===== src/rtl/uart_pkg.sv =====
// Shared UART definitions: transmitter FSM states and frame geometry.
// The receiver imports this package too.
package uart_pkg;

    localparam int unsigned UART_DATA_W     = 8;
    localparam int unsigned UART_FRAME_BITS = 10;

    // One-hot so an illegal encoding is easy to spot and recover from.
    typedef enum logic [3:0] {
        TxIdle     = 4'b0001,
        TxStartBit = 4'b0010,
        TxDataBit  = 4'b0100,
        TxStopBit  = 4'b1000
    } tx_state_t;

endpackage


===== src/rtl/uart_tx_buf_if.sv =====
// Byte-stream valid/ready handshake feeding the buffered UART transmitter.
interface uart_tx_buf_if;
    import uart_pkg::*;

    logic [UART_DATA_W-1:0] din;
    logic                   din_valid;
    logic                   din_ready;

    modport master (output din, output din_valid, input din_ready);
    modport slave  (input din, input din_valid, output din_ready);

endinterface


===== src/rtl/uart_sync_fifo.sv =====
// Synchronous FIFO with wrap-bit pointers; a push while full is dropped.
module uart_sync_fifo #(
    parameter int unsigned Width = 8,
    parameter int unsigned Depth = 4
) (
    input  logic             clk,
    input  logic             rst,
    input  logic             push,
    input  logic             pop,
    input  logic [Width-1:0] din,
    output logic [Width-1:0] dout,
    output logic             full,
    output logic             empty
);
    localparam int unsigned AddrW = $clog2(Depth);

    logic [AddrW:0]   wr_ptr_q, rd_ptr_q;
    logic [Width-1:0] mem_q [Depth];
    logic             push_en, pop_en;

    // Full is judged before the pop, so a push into a full FIFO is lost even if it pops.
    assign push_en = push && !full;
    assign pop_en  = pop && !empty;

    always_ff @(posedge clk) begin
        if (rst) begin
            wr_ptr_q <= '0;
            rd_ptr_q <= '0;
        end else begin
            if (push_en) wr_ptr_q <= wr_ptr_q + 1'b1;
            if (pop_en)  rd_ptr_q <= rd_ptr_q + 1'b1;
        end
    end

    always_ff @(posedge clk) begin
        if (push_en) mem_q[wr_ptr_q[AddrW-1:0]] <= din;
    end

    assign dout  = mem_q[rd_ptr_q[AddrW-1:0]];
    assign empty = (wr_ptr_q == rd_ptr_q);
    assign full  = (wr_ptr_q[AddrW] != rd_ptr_q[AddrW]) &&
                   (wr_ptr_q[AddrW-1:0] == rd_ptr_q[AddrW-1:0]);

endmodule


===== src/rtl/uart_tx_buf.sv =====
// Buffered 8N1 UART transmitter: FIFO-fed, back-to-back frames with no idle gap.
module uart_tx_buf
    import uart_pkg::*;
#(
    parameter int unsigned NUM_CLKS_PER_BIT = 16,
    parameter int unsigned FIFO_DEPTH       = 4
) (
    input  logic          clk,
    input  logic          rst,
    uart_tx_buf_if.slave  in_bus,
    output logic          tx,
    output logic          busy,
    output logic          done
);
    localparam int unsigned CntW = $clog2(NUM_CLKS_PER_BIT);
    localparam logic [CntW-1:0] CntMax = CntW'(NUM_CLKS_PER_BIT - 1);

    tx_state_t              state_q, state_d;
    logic [CntW-1:0]        count_q, count_d;
    logic [2:0]             bit_idx_q, bit_idx_d;
    logic [UART_DATA_W-1:0] shift_q, shift_d;
    logic                   tx_q, tx_d;
    logic                   done_q, done_d;

    logic                   fifo_push, fifo_pop, fifo_full, fifo_empty;
    logic [UART_DATA_W-1:0] fifo_dout;

    assign in_bus.din_ready = !fifo_full && !rst;
    assign fifo_push        = in_bus.din_valid && in_bus.din_ready;

    uart_sync_fifo #(
        .Width (UART_DATA_W),
        .Depth (FIFO_DEPTH)
    ) u_fifo (
        .clk   (clk),
        .rst   (rst),
        .push  (fifo_push),
        .pop   (fifo_pop),
        .din   (in_bus.din),
        .dout  (fifo_dout),
        .full  (fifo_full),
        .empty (fifo_empty)
    );

    always_comb begin
        state_d   = state_q;
        count_d   = count_q;
        bit_idx_d = bit_idx_q;
        shift_d   = shift_q;
        fifo_pop  = 1'b0;

        unique case (state_q)
            TxIdle: begin
                count_d   = '0;
                bit_idx_d = '0;
                if (!fifo_empty) begin
                    fifo_pop = 1'b1;
                    shift_d  = fifo_dout;
                    state_d  = TxStartBit;
                end
            end
            TxStartBit: begin
                if (count_q == CntMax) begin
                    count_d   = '0;
                    bit_idx_d = '0;
                    state_d   = TxDataBit;
                end else begin
                    count_d = count_q + 1'b1;
                end
            end
            TxDataBit: begin
                if (count_q == CntMax) begin
                    count_d = '0;
                    if (bit_idx_q == 3'd7) begin
                        state_d = TxStopBit;
                    end else begin
                        bit_idx_d = bit_idx_q + 1'b1;
                        shift_d   = shift_q >> 1;
                    end
                end else begin
                    count_d = count_q + 1'b1;
                end
            end
            TxStopBit: begin
                if (count_q == CntMax) begin
                    count_d = '0;
                    // Chain straight into the next start bit when more data waits.
                    if (!fifo_empty) begin
                        fifo_pop = 1'b1;
                        shift_d  = fifo_dout;
                        state_d  = TxStartBit;
                    end else begin
                        state_d = TxIdle;
                    end
                end else begin
                    count_d = count_q + 1'b1;
                end
            end
            default: begin
                state_d   = TxIdle;
                count_d   = '0;
                bit_idx_d = '0;
            end
        endcase

        // Outputs are registered from the next state so they line up with state_q.
        case (state_d)
            TxStartBit: tx_d = 1'b0;
            TxDataBit:  tx_d = shift_d[0];
            default:    tx_d = 1'b1;
        endcase
        done_d = (state_d == TxStopBit) && (count_d == CntMax);
    end

    always_ff @(posedge clk) begin
        if (rst) begin
            state_q   <= TxIdle;
            count_q   <= '0;
            bit_idx_q <= '0;
            shift_q   <= '0;
            tx_q      <= 1'b1;
            done_q    <= 1'b0;
        end else begin
            state_q   <= state_d;
            count_q   <= count_d;
            bit_idx_q <= bit_idx_d;
            shift_q   <= shift_d;
            tx_q      <= tx_d;
            done_q    <= done_d;
        end
    end

    assign tx   = tx_q;
    assign done = done_q;
    assign busy = (state_q != TxIdle) || !fifo_empty;

endmodule


===== src/flat_wrapper.sv =====
// flat-port wrapper written by rule: the top's interface ports become plain ports
module uart_tx_buf_flat import uart_pkg::*;
#(
    parameter int unsigned NUM_CLKS_PER_BIT = 16,
    parameter int unsigned FIFO_DEPTH       = 4
)
  (clk, rst, tx, busy, done, in_bus_din, in_bus_din_valid, in_bus_din_ready);
  uart_tx_buf_if in_bus_i ();
  input  logic clk;
  input  logic rst;
  output logic tx;
  output logic busy;
  output logic done;
  input wire logic [$bits(in_bus_i.din)-1:0] in_bus_din;
  input wire logic [$bits(in_bus_i.din_valid)-1:0] in_bus_din_valid;
  output wire logic [$bits(in_bus_i.din_ready)-1:0] in_bus_din_ready;
  assign in_bus_i.din = in_bus_din;
  assign in_bus_i.din_valid = in_bus_din_valid;
  assign in_bus_din_ready = in_bus_i.din_ready;
  uart_tx_buf #(.NUM_CLKS_PER_BIT(NUM_CLKS_PER_BIT), .FIFO_DEPTH(FIFO_DEPTH)) u_core (.clk(clk), .rst(rst), .in_bus(in_bus_i), .tx(tx), .busy(busy), .done(done));
endmodule

===== config.mk =====
export PLATFORM = sky130hd
export DESIGN_NAME = uart_tx_buf_flat
export DESIGN_NICKNAME = d
export VERILOG_FILES = /design/src/rtl/uart_pkg.sv /design/src/rtl/uart_tx_buf_if.sv /design/src/rtl/uart_sync_fifo.sv /design/src/rtl/uart_tx_buf.sv /design/src/flat_wrapper.sv
export SDC_FILE = /design/constraint.sdc
export NUM_CORES = 1
export LEC_CHECK = 0
export BUFFER_PORTS_ARGS = -buffer_cell sky130_fd_sc_hd__buf_2
export CAP_MARGIN = 20
export CORE_MARGIN = 2
export CORE_UTILIZATION = 45
export DETAILED_ROUTE_END_ITERATION = 6
export PLACE_DENSITY_LB_ADDON = 0.1
export RECOVER_POWER = 25
export SKIP_LAST_GASP = 1
export SYNTH_ARGS = -nofsm -noshare
export SYNTH_HDL_FRONTEND = slang
export SYNTH_SLANG_ARGS = --single-unit

===== constraint.sdc =====
create_clock -name clk -period 2.2 [get_ports clk]
set_input_delay 0.22 -clock clk [delete_from_list [all_inputs] [get_ports clk]]
set_output_delay 0.22 -clock clk [all_outputs]
set_load 0.1 [all_outputs]

# Yosys cells after proc, flatten, opt, wreduce, memory -nomap -nowiden
# Memory sizes are Yosys's and may differ from the RTL's. A register that Yosys moved wholly into a read port is not among the register bits.
# Cells that the tools add are included.
# totals
mem_count	1
mem_bits_rw	32
output_inout_bits	4
regBits	27
elab_cells	73
inputBits	11
# op_classes
eq_ne	18
bitwise	1
reduce_logical	14
n_mux	26
addsub	4
# memory_table
name	words	word_bits	read_ports	rd_clocked_by_memory_dff	wr	line_no	rtl
u_core.u_fifo.mem_q	4	8	1	1	1	uart_sync_fifo.sv:18	logic [Width-1:0] mem_q [Depth];
# ops
cell	count
$mux 8	4
$mux 4	7
$pmux 8 s3	1
$eq 4x4->1 const B	4
$pmux 4 s4	1
$add 3x1->3 const B	3
$mux 3	3
$pmux 3 s3	1
$eq 4x2->1 const B	2
$eq 4x3->1 const B	2
$reduce_and 4->1	2
$logic_and 1x1->1	6
$mux 2	3
$ne 2x1->1 const B	3
$add 4x1->4 const B	1
$eq 4x1->1 const B	1
$mux 1	4
$ne 4x1->1 const B	1
$pmux 1 s2	2
$eq 3x3->1	1
$eq 3x3->1 const B	1
$logic_not 1->1	3
$reduce_bool 3->1	1
$reduce_or 3->1	1
5 further kinds	5

# Logic depth before layout (Yosys ltp)
# Gate-level depths: netlist of run 1.
# depth
word_depth	8
depth_mapped	7
mapped_depth_nobuf	7

# Cells and area by module
# Synthesis of run 1 repeated with hierarchy kept, for this count alone.
# hier_totals
cells_unflattened	236
hier_area_um2	2870.3
# by_module_without_submodules
mod	seq_area_each_um2	area_each_um2	instances	cells_per_inst
uart_sync_fifo	1121.1	1731.7	1	110
uart_tx_buf	420.4	1138.6	1	126

# Worst setup path after synthesis of run 1
# Ideal clock, no wire load.
# synth_path
path_type	flip-flop to output port
start	reg u_core.u_fifo.wr_ptr_q[0]
end	out in_bus_din_ready
slack_ps	-237
path_stages_with_launch	3
arrival_time_ps	2217
n_path_buf	0
required_time_ps	1980
cell_sequence	dfxtp_1 > xnor2_1 > a31oi_1
# synth_via
elab_chain_cells	4
# synth_rtl
element	line_no	rtl
from (decl)	uart_sync_fifo.sv:17	logic [AddrW:0] wr_ptr_q, rd_ptr_q;
from (signal assigned)	uart_sync_fifo.sv:30	if (push_en) wr_ptr_q <= wr_ptr_q + 1'b1;
$eq 2x2->1	uart_sync_fifo.sv:42	(wr_ptr_q[AddrW-1:0] == rd_ptr_q[AddrW-1:0]);
$logic_and 1x1->1	uart_sync_fifo.sv:41	assign full = (wr_ptr_q[AddrW] != rd_ptr_q[AddrW]) &&
$logic_not 1->1	uart_tx_buf.sv:28	assign in_bus.din_ready = !fifo_full && !rst;
$logic_and 1x1->1	uart_tx_buf.sv:28	
to (decl)	flat_wrapper.sv:16	output wire logic [$bits(in_bus_i.din_ready)-1:0] in_bus_din_ready;
# Every way passes these cells.

# Final worst setup path of run 1
# layout_path
start	reg u_core.count_q[0]
end	reg u_core.shift_q[2]
# layout_via
elab_chain_cells	3
word_cells_on_any_way	4
classes_between	3 x eq/ne; 1 x reduce/logical
# layout_rtl
element	line_no	rtl
from (decl)	uart_tx_buf.sv:19	logic [CntW-1:0] count_q, count_d;
from (signal assigned)	uart_tx_buf.sv:125	count_q <= count_d;
$eq 4x4->1 *	uart_tx_buf.sv:72, uart_tx_buf.sv:85	
$ne 2x1->1 (no line)	--	
$reduce_and 4->1 (no line) *	--	
to (signal assigned)	uart_tx_buf.sv:127	shift_q <= shift_d;
to (decl)	uart_tx_buf.sv:21	logic [UART_DATA_W-1:0] shift_q, shift_d;
# Mark *: on every way between the ends. The rest lies on a longest branch, timed or not.
# A chain may end at the register's enable or synchronous reset.

==> results by group, run 1 <==
Synthesis
  • YS warnings: 0
  • Post-synth EDFFs: 32
  • Distinct cells, synth: 48
  • Post-Syn Area per Cell: 13.0 sq um
  • Mapped Nets: roughly 220
  • Synth Register Bits: 61
  • Sequential area share after synthesis: 0.581
  • Gate Count Post-Synth: 204
  • Fraction of registers with async set/reset: 0
  • Cell Area, Synth: 2650 sq um
  • Ys flop type: edfxtp_1

Worst setup path
  • R2R cell count: 7
  • R2R Path End: u_core.shift_q[2]
  • CP Data Arrival Time: 2.32 ns
  • Crit path launch: u_core.count_q[0]
  • Worst endpoint required time: roughly 2.5 ns
  • Critical path fanouts, max: 8
  • CP Class: reg2reg
  • Startpoint type of the worst setup path: flip-flop
  • Endpoint class of the critical path: flip-flop
  • Reg2reg start: u_core.count_q[0]
  • Reg-to-reg slack, setup: about 0.13 ns
  • Crit path to: u_core.shift_q[2]

CTS
  • CTS tree: done
  • Clk buf depth: 2
  • CTS Buf Count: 9
  • CTS clk-pin slew, worst paths: 0.07 ns
  • Worst skew pair latency: between 0.3 and 0.4 ns
  • H-tree Lvls: 3
  • CTS sink count: 61
  • Clock root cell: clkbuf_8

STA
  • RSZ-0062 raised after global routing: false
  • Final hold violations: 0
  • Pins Over Slew Limit: 0
  • Worst slew pin tran: approximately 0.60 ns
  • Min Tclk post-route: between 2 and 2.5 ns
  • Achievable Freq: 483 MHz
  • Clock Skew: a little under 0.009 ns
  • Period utilization: 0.941
  • Setup tns final: 0 ns
  • Final Setup Violations: 0
  • Slew headroom: 0.599
  • Final setup margin: approximately 0.13 ns

Global routing
  • First-pass GRT wire length: 8210 um
  • Antenna violations before repair: 0
  • Grt ovf: 0
  • Largest net degree at the start of global routing: 25
  • Vias in the first global route: 1685
  • Global-route usage over all layers: 0.174

Routing
  • Antenna viol nets, final: 0
  • DRC viols: 0
  • WL/cell: 16.4 um
  • Routed WL: between 5000 and 6000 um
  • Via Count: 1677
  • Via/cell ratio: 5.50
  • Drt pass-1 iters: 6
  • Iteration-0 DRC Markers: 84

Final layout
  • Fill count: 517
  • Area growth, synth to finish: 14.2%
  • Final std cells w/o fill: 305
  • Final nets: between 200 and 250
  • Layout cells sized above 1: 0.223
  • Diodes inserted: 0

Floorplan
  • Die area: 6520 sq um
  • Core ar.: 5610 sq um
  • Io pins: 15
  • Starting Density: 0.473
  • Die height: 80.8 um
  • # rows: 27
  • Die W: 80.8 um

Place
  • Port Buffers: 14
  • Routability cong.: 0.851
  • Post-DP HPWL: 3520 um
  • Post-Place Worst Slack: 0.127 ns
  • Dpl cells: 287

Run status
  • Status: finished, final reports clean

Pwr
  • Cell Pwr Density: 1040 nW/um^2
  • Leakage: 1.08 nW
  • VDD IR max: 0.438 mV
  • Design Power: 3.16 mW

Flow run
  • Max Cap Violations: 0

Worst hold path
  • Min-Delay Path Class: in2reg
## final cells by class
cell class | instances | area, sq um | area share
Clock inverter | 5 | 52.6 | 0.0173
Sequential cell | 61 | 1540 | 0.509
Multi-Input combinational cell | 126 | 1050 | 0.346
Clock buffer | 11 | 131 | 0.0434
Tap cell | 72 | 90.1 | 0.0297
Timing Repair Buffer | 25 | 146 | 0.0483
Inverter | 5 | 18.8 | 0.00619
## cells in the mapped netlist (all sizes together) (2+ instances only)
| cell | count | share of area |
|---|---|---|
| ha | 8 | 0.038 |
| a2111oi | 2 | 0.014 |
| nor4 | 3 | 0.0071 |
| o31ai | 2 | 0.0057 |
| nor2b | 3 | 0.0071 |
| a22oi | 8 | 0.023 |
| a32oi | 2 | 0.0066 |
| dfxtp | 29 | 0.22 |
| inv | 5 | 0.0071 |
| and2 | 5 | 0.012 |
| o22ai | 2 | 0.0047 |
| or3b | 2 | 0.0066 |
| mux4 | 8 | 0.068 |
| nand3 | 3 | 0.010 |
| xor2 | 3 | 0.0099 |
| xnor2 | 8 | 0.026 |
| a21oi | 13 | 0.025 |
| edfxtp | 32 | 0.36 |
| buf | 8 | 0.019 |
| o21ai | 9 | 0.017 |
| nor2 | 16 | 0.029 |
| a311oi | 2 | 0.0090 |
| nand2 | 6 | 0.0085 |
| nor3 | 2 | 0.0038 |
| nand2b | 2 | 0.0047 |
| a31oi | 3 | 0.0071 |
| clkbuf | 4 | 0.0057 |
## critical path, stage by stage, from the launching register on
cell	delay (ns)
dfxtp_1	0.40
ha_1	0.35
nand3_4	0.15
a2111oi_4	0.42
and2_1	0.25
buf_4	0.19
a22oi_1	0.08
a21oi_1	0.16
## cells by family after synthesis
family          share of synthesized area
flops                               0.581
simple gates                        0.119
compound gates                      0.122
buf+inv                            0.0321
xor+xnor                           0.0363
mux                                0.0717
fa+ha+maj                          0.0377
## per-stage QoR
| step | hold WS [ns] | instance area [sq um] | utilization |
|---|---|---|---|
| floorplan | 0.319 | 2660 | - |
| finish | 0.119 | 3030 | 0.540 |
| global placement | 0.430 | 2820 | 0.503 |
| global route | 0.121 | 3030 | 0.540 |
| CTS | 0.0939 | 3020 | 0.539 |
| detailed placement | 0.445 | 2820 | 0.503 |
## worst min-delay path by stage
stage | startpoint | endpoint | slack, ns | depth (start not counted)
final | in_bus_din[1] | u_core.u_fifo.mem_q[3][1] | 0.12 | 1
after global routing | in_bus_din[1] | u_core.u_fifo.mem_q[2][1] | 0.12 | 1
after CTS | in_bus_din[4] | u_core.u_fifo.mem_q[2][4] | 0.09 | 1
after detailed placement | in_bus_din[0] | u_core.u_fifo.mem_q[3][0] | 0.45 | 1
after global placement | in_bus_din[5] | u_core.u_fifo.mem_q[0][5] | 0.43 | 1
after floorplan | in_bus_din[0] | u_core.u_fifo.mem_q[0][0] | 0.32 | 0
## state kept, by name, summed over array words and instances (netlist names), named ones only
| signal | cells |
|---|---|
| u_core.u_fifo.wr_ptr_q | 3 |
| u_core.u_fifo.rd_ptr_q | 3 |
| u_core.state_q | 4 |
| u_core.u_fifo.mem_q | 32 |
| u_core.done | 1 |
| u_core.count_q | 4 |
| u_core.bit_idx_q | 3 |
| u_core.shift_q | 8 |
| u_core.tx | 1 |
## where the power goes
group          total (mW)  leakage (nW)  internal [mW]  switching, mW
sequential           1.40         0.527           1.30         0.0948
combinational       0.838         0.462          0.335          0.503
clock               0.926        0.0931          0.518          0.408
total                3.16          1.08           2.16           1.01
## metal layers
layer / wire [um] / track usage / vias to the layer above
met2: 2500 / 0.273 / 27
met4: 89 / 0.0915 / 0
met3: 147 / 0.0478 / 9
li1: - / - / 817
met5: 0 / 0 / -
met1: 2270 / 0.222 / 824
## cells in the final DEF, fill, tap and decap left out, drive strengths merged, types with 2 or more instances in the layout
cell type and count:
a32oi 2, nand3 3, nand2 6, inv 5
nand2b 2, o22ai 2, a31oi 3, dfxtp 29
a22oi 8, a311oi 2, clkinv 3, o31ai 2
mux4 8, xnor2 8, a2111oi 2, o21ai 9
a21oi 13, or3b 2, xor2 3, buf 18
edfxtp 32, nor2 16, ha 8, nor2b 3
and2 5, nor3 2, clkbuf 18, nor4 3
## repair_timing
action | CTS | global route
hold buffers | 0 | 0
buffers inserted | 0 | 2
pin swaps | 0 | 0
setup endpoints to repair | 1 | 2
resized for setup | 4 | 1
endpoints found under the hold margin | 0 | 0
(Power assumes the default switching activity.)
==> run 2: changes to the inputs <==
--- a/config.mk
+++ b/config.mk
@@ -8,7 +8,7 @@
 export BUFFER_PORTS_ARGS = -buffer_cell sky130_fd_sc_hd__buf_2
 export CAP_MARGIN = 20
 export CORE_MARGIN = 2
-export CORE_UTILIZATION = 45
+export CORE_UTILIZATION = 64
 export DETAILED_ROUTE_END_ITERATION = 6
 export PLACE_DENSITY_LB_ADDON = 0.1
 export RECOVER_POWER = 25
==> constraint.sdc (replaced) <==
create_clock -name clk -period 2.5 [get_ports clk]
set_input_delay 0.25 -clock clk [delete_from_list [all_inputs] [get_ports clk]]
set_output_delay 0.25 -clock clk [all_outputs]
set_load 0.1 [all_outputs]
==> results by group, run 2 (synthesis results as in run 1) <==
Routing
  • Routed WL: ~4800 um
  • Iteration-0 DRC Markers: around 120
  • Via Count: 1662
  • Via/cell ratio: approximately 6.0
  • WL/cell: 17.5 um
  • DRC viols: 0
  • Antenna viol nets, final: 0
  • Drt pass-1 iters: 4

Final layout
  • Commonest non-fill, non-tap cells in the layout: 32 x edfxtp_1, 29 x dfxtp_1, 15 x nor2_1
  • Area growth, synth to finish: 10.2%
  • Commonest non-fill, non-tap cell in the layout: edfxtp_1
  • Diodes inserted: 0
  • Final nets: approximately 240
  • Util after Layout: 0.731
  • Layout cells sized above 1: 0.187
  • Multi-input gate area: slightly above 1000 sq um
  • Fill count: 278
  • Max FFs per register: 32
  • FF+latch area: 1540 sq um

CTS
  • CTS clk-pin slew, worst paths: 0.07 ns
  • Worst skew pair latency: between 0.3 and 0.4 ns
  • Post-cts gate resize count: 0
  • H-tree Lvls: 3
  • Clk buf depth: 2
  • CTS Buf Count: 9
  • CTS tree: done
  • Clock root cell: clkbuf_8
  • CTS sink count: 61

Floorplan
  • Die height: 68.4 um
  • Io pins: 15
  • Core ar.: 4000 sq um
  • Die W: 68.4 um
  • Die area: roughly 4700 sq um
  • Starting Density: 0.663
  • # rows: 23

Pwr
  • VDD IR max: 0.688 mV
  • Flop pwr share: 0.450
  • Leakage: about 1.0 nW
  • Cell Pwr Density: between 900 and 1000 nW/um^2
  • Clock share of power: 0.303
  • P_int: 1.85 mW
  • Switch share: 0.328
  • Net switching power: 904 uW
  • Combinational share of power: 0.247

Place
  • Port Buffers: 14
  • Post-DP HPWL: roughly 3300 um
  • Routability cong.: 0.836

Global routing
  • Global-route usage over all layers: 0.244
  • Antenna violations before repair: 0
  • Vias in the first global route: around 1600
  • First-pass GRT wire length: 7870 um
  • Grt ovf: 0
  • Largest net degree at the start of global routing: 26

STA
  • RSZ-0062 raised after global routing: false
  • Final hold violations: 0
  • Final Setup Violations: 0
  • Worst slew pin tran: 0.580 ns
  • Min Tclk post-route: 2.23 ns
  • Clock Skew: 0.00509 ns
  • Period utilization: 0.893
  • Slew headroom: 0.603
  • Achievable Freq: 448 MHz
  • Setup tns final: 0 ns
  • Pins Over Slew Limit: 0

Worst setup path
  • CP Data Arrival Time: 2.43 ns
  • Endpoint class of the critical path: flip-flop
  • Worst path max stage delay: 0.46 ns
  • Startpoint type of the worst setup path: flip-flop
  • Crit-path cells: ha_1 -> nand3_4 -> a2111oi_4 -> and2_1 -> mux2i_1 -> nor2_1
  • Critical path fanouts, max: 10
  • CP Class: reg2reg
  • Worst path slowest cell: a2111oi_4
  • Worst endpoint required time: 2.70 ns

Worst hold path
  • Min-Delay Path Class: in2reg

Run status
  • Status: finished, final reports clean

Flow run
  • Max Cap Violations: 0
[run 2: changes by cell type in the layout (fill, tap and decap cells not counted), moves of 2 or more]
cell,delta
buf_2,+2
buf_4,-9
clkbuf_1,-3
clkinvlp_4,+2
xnor2_1,+2
xnor2_2,-2
[run 2: cell type report]
| cell class | count | area share |
|---|---|---|
| inverter | 5 | 0.00642 |
| timing repair buffer | 17 | 0.0291 |
| sequential | 61 | 0.527 |
| multi-input combinational | 126 | 0.351 |
| tap | 50 | 0.0214 |
| clock buffer | 9 | 0.0424 |
| clock inverter | 7 | 0.0227 |
[run 2: stage by stage]
step	cells	worst slack, ns	hold WS, ns	instance area [sq um]	power, mW
2_1_floorplan	204	0.0334	0.349	2650	1.81
3_3_place_gp	258	0.437	0.452	2730	1.89
3_5_place_dp	258	0.327	0.453	2730	1.92
4_1_cts	274	0.123	0.114	2920	2.76
5_1_grt	275	0.0599	0.137	2920	2.88
6_report	275	0.267	0.135	2920	2.76
[run 2: path summary, 6_finish.rpt]
path,startpoint,endpoint,slack [ns],cells past startpoint
max,u_core.count_q[0],flip-flop,0.27,6
min,in_bus_din[1],u_core.u_fifo.mem_q[3][1],0.14,1
max reg2reg,u_core.count_q[0],flip-flop,0.27,6
min reg2reg,u_core.shift_q[0],u_core.shift_q[0],0.46,2
[run 2: power groups by stage]
stage	clock, mW	combinational, mW	sequential (mW)
3_3_place_gp	0	0.631	1.25
5_1_grt	0.885	0.744	1.25
2_1_floorplan	0	0.557	1.25
4_1_cts	0.847	0.672	1.24
3_5_place_dp	0	0.662	1.26
6_report	0.834	0.681	1.24
[run 2: what timing repair did]
| item | in CTS | in global routing |
|---|---|---|
| buffers inserted | 0 | 1 |
| endpoints found under the setup margin | 0 | 1 |
| hold buffers | 0 | 0 |
[run 2: critical path, delay by kind of cell, from the launching register on]
kind | cells | cell delay [ns]
muxes | 1 | 0.23
AOI/OAI and AO/OA | 1 | 0.46
DFF | 1 | 0.40
and+or+nand+nor | 3 | 0.66
adders and majority gates | 1 | 0.35
[run 2: layer usage]
metal,up-vias,GRT usage,share of wire
met4,0,0.118,0.021
li1,801,-,-
met2,36,0.386,0.49
met3,8,0.0740,0.046
met1,817,0.304,0.44
met5,-,0,0
==> run 3: changes to the inputs <==
--- a/config.mk
+++ b/config.mk
@@ -8,7 +8,7 @@
 export BUFFER_PORTS_ARGS = -buffer_cell sky130_fd_sc_hd__buf_2
 export CAP_MARGIN = 20
 export CORE_MARGIN = 2
-export CORE_UTILIZATION = 64
+export CORE_UTILIZATION = 60
 export DETAILED_ROUTE_END_ITERATION = 6
 export PLACE_DENSITY_LB_ADDON = 0.1
 export RECOVER_POWER = 25
==> constraint.sdc (replaced) <==
create_clock -name clk -period 2.27 [get_ports clk]
set_input_delay 0.227 -clock clk [delete_from_list [all_inputs] [get_ports clk]]
set_output_delay 0.227 -clock clk [all_outputs]
set_load 0.1 [all_outputs]
==> results by group, run 3 (synthesis results as in run 1) <==
CTS
  • Post-CTS Setup Repair Bufs: 0
  • Worst skew pair latency: 0.33 ns
  • H-tree Lvls: 3
  • Clock root cell: clkbuf_8
  • CTS sink count: 61
  • CTS clk-pin slew, worst paths: ~0.06 ns
  • CTS tree: done
  • Cts hold-fix bufs: 0
  • CTS Buf Count: 9
  • Clk buf depth: 2

Worst setup path
  • Crit path to: busy
  • R2R cell count: 7
  • R2R Path End: u_core.tx
  • WP depth: 4
  • Startpoint type of the worst setup path: flip-flop
  • Reg2reg start: u_core.count_q[0]
  • Critical path fanouts, max: 6
  • Crit-path cells: xnor2_2 -> nand3b_1 -> or4_1 -> clkbuf_4
  • Top delay family on crit path: simple AND/OR/NAND/NOR gates
  • Crit path launch: u_core.u_fifo.wr_ptr_q[0]
  • Worst endpoint required time: 2.04 ns
  • CP Class: reg2out
  • Worst path max stage delay: 0.50 ns
  • Buf/Inv on CP: 1
  • Endpoint class of the critical path: output port
  • CP Data Arrival Time: about 2.0 ns
  • Reg-to-reg slack, setup: 0.18 ns
  • Worst path slowest cell: or4_1

Routing
  • M1 WL: 2110 um
  • Routed met2 length: 2140 um
  • Met3 WL: between 100 and 150 um
  • Routed WL: around 4500 um
  • DRC viols: 0
  • Antenna viol nets, final: 0
  • Drt pass-1 iters: 4
  • Via/cell ratio: between 5 and 6
  • WL/cell: between 15 and 20 um
  • Iteration-0 DRC Markers: around 100
  • Highest metal used: met4
  • Via Count: roughly 1700

Pwr
  • Cell Pwr Density: slightly above 1000 nW/um^2
  • Leakage: 1.05 nW
  • Design Power: 3.00 mW
  • VDD IR max: 0.704 mV

Floorplan
  • Io pins: 15
  • # rows: 24
  • Die height: 70.5 um
  • Die area: 4970 sq um
  • Starting Density: 0.618
  • Die W: about 70 um
  • Core ar.: 4290 sq um

Place
  • Placed cell area: 2770 sq um
  • Post-DP HPWL: 3010 um
  • Routability cong.: around 0.76
  • Port Buffers: 14
  • Dpl cells: 264

Global routing
  • Antenna violations before repair: 0
  • First-pass GRT wire length: 7580 um
  • Largest net degree at the start of global routing: 25
  • Grt ovf: 0
  • Vias in the first global route: 1676
  • Global-route usage over all layers: 0.202

Final layout
  • Fin area: 2960 sq um
  • Final nets: 242
  • Final std cells w/o fill: 279
  • Area growth, synth to finish: 11.5%
  • Layout cells sized above 1: 0.198
  • Commonest non-fill, non-tap cells in the layout: 32 x edfxtp_1, 28 x dfxtp_1, 15 x nor2_1
  • Commonest non-fill, non-tap cell in the layout: edfxtp_1
  • Diodes inserted: 0
  • Max FFs per register: 32

STA
  • RSZ-0062 raised after global routing: false
  • Setup tns final: 0 ns
  • Worst slew pin tran: 0.575 ns
  • Achievable Freq: 460 MHz
  • Pins Over Slew Limit: 0
  • Slew headroom: 0.607
  • Final Setup Violations: 0
  • Min Tclk post-route: about 2.2 ns
  • Period utilization: 0.957
  • Clock Skew: a little over 0.005 ns
  • Final hold violations: 0

Worst hold path
  • Hold path depth: 1
  • Min-Delay Path Class: in2reg

Flow run
  • Max Cap Violations: 0

Run status
  • Status: finished, final reports clean
[run 3: cell count changes in the layout (fill, tap and decap cells not counted), sizes merged]
cell,previous run,this run
clkbuf,15,20
clkinvlp,3,0
buf,11,12
clkinv,3,2
[run 3: area by class of cell]
type | count | area (sq um)
flip-flops and latches | 61 | 1540
fillers | 311 | 1340
multi-input cells | 126 | 1050
clock buffers | 12 | 135
repair buffers | 20 | 109
well taps | 52 | 65.1
clock inverters | 3 | 40.0
inverters | 5 | 18.8
[run 3: per-layer routing]
layer	vias up	track usage
met5	-	0
met4	0	0.135
met3	12	0.0476
met2	30	0.308
met1	803	0.257
li1	807	-
[run 3: worst min path at each step]
stage                                     end          start
floorplan           u_core.u_fifo.mem_q[0][0]  in_bus_din[0]
global placement    u_core.u_fifo.mem_q[3][5]  in_bus_din[5]
detailed placement  u_core.u_fifo.mem_q[2][3]  in_bus_din[3]
CTS                 u_core.u_fifo.mem_q[2][5]  in_bus_din[5]
global route        u_core.u_fifo.mem_q[2][4]  in_bus_din[4]
finish              u_core.u_fifo.mem_q[0][4]  in_bus_din[4]
[run 3: repair_timing]
| item | in CTS | in global routing |
|---|---|---|
| gates cloned | 0 | 0 |
| endpoints found under the setup margin | 1 | 1 |
| gates resized for setup | 1 | 3 |
[run 3: worst reg2reg max path: stages (launching register included)]
cell and delay [ns]:
dfxtp_1 0.40, ha_1 0.34, nand3_4 0.15, a2111oi_4 0.44, and2_1 0.27, buf_4 0.19
a221oi_2 0.08, a21oi_1 0.16
[run 3: where the power goes]
group	internal [mW]	total, mW	switching (mW)	leakage [nW]
logic	0.295	0.769	0.474	0.437
clock network	0.498	0.887	0.388	0.0902
registers	1.26	1.35	0.0842	0.527
total	2.06	3.00	0.946	1.05
[run 3: stage by stage]
stage	worst slack [ns]	utilization	hold slack (ns)
2_1_floorplan	0.274	-	0.326
3_3_place_gp	0.308	0.646	0.436
3_5_place_dp	0.218	0.646	0.443
4_1_cts	0.0133	0.688	0.0932
5_1_grt	0.0148	0.689	0.109
6_report	0.0979	0.689	0.122
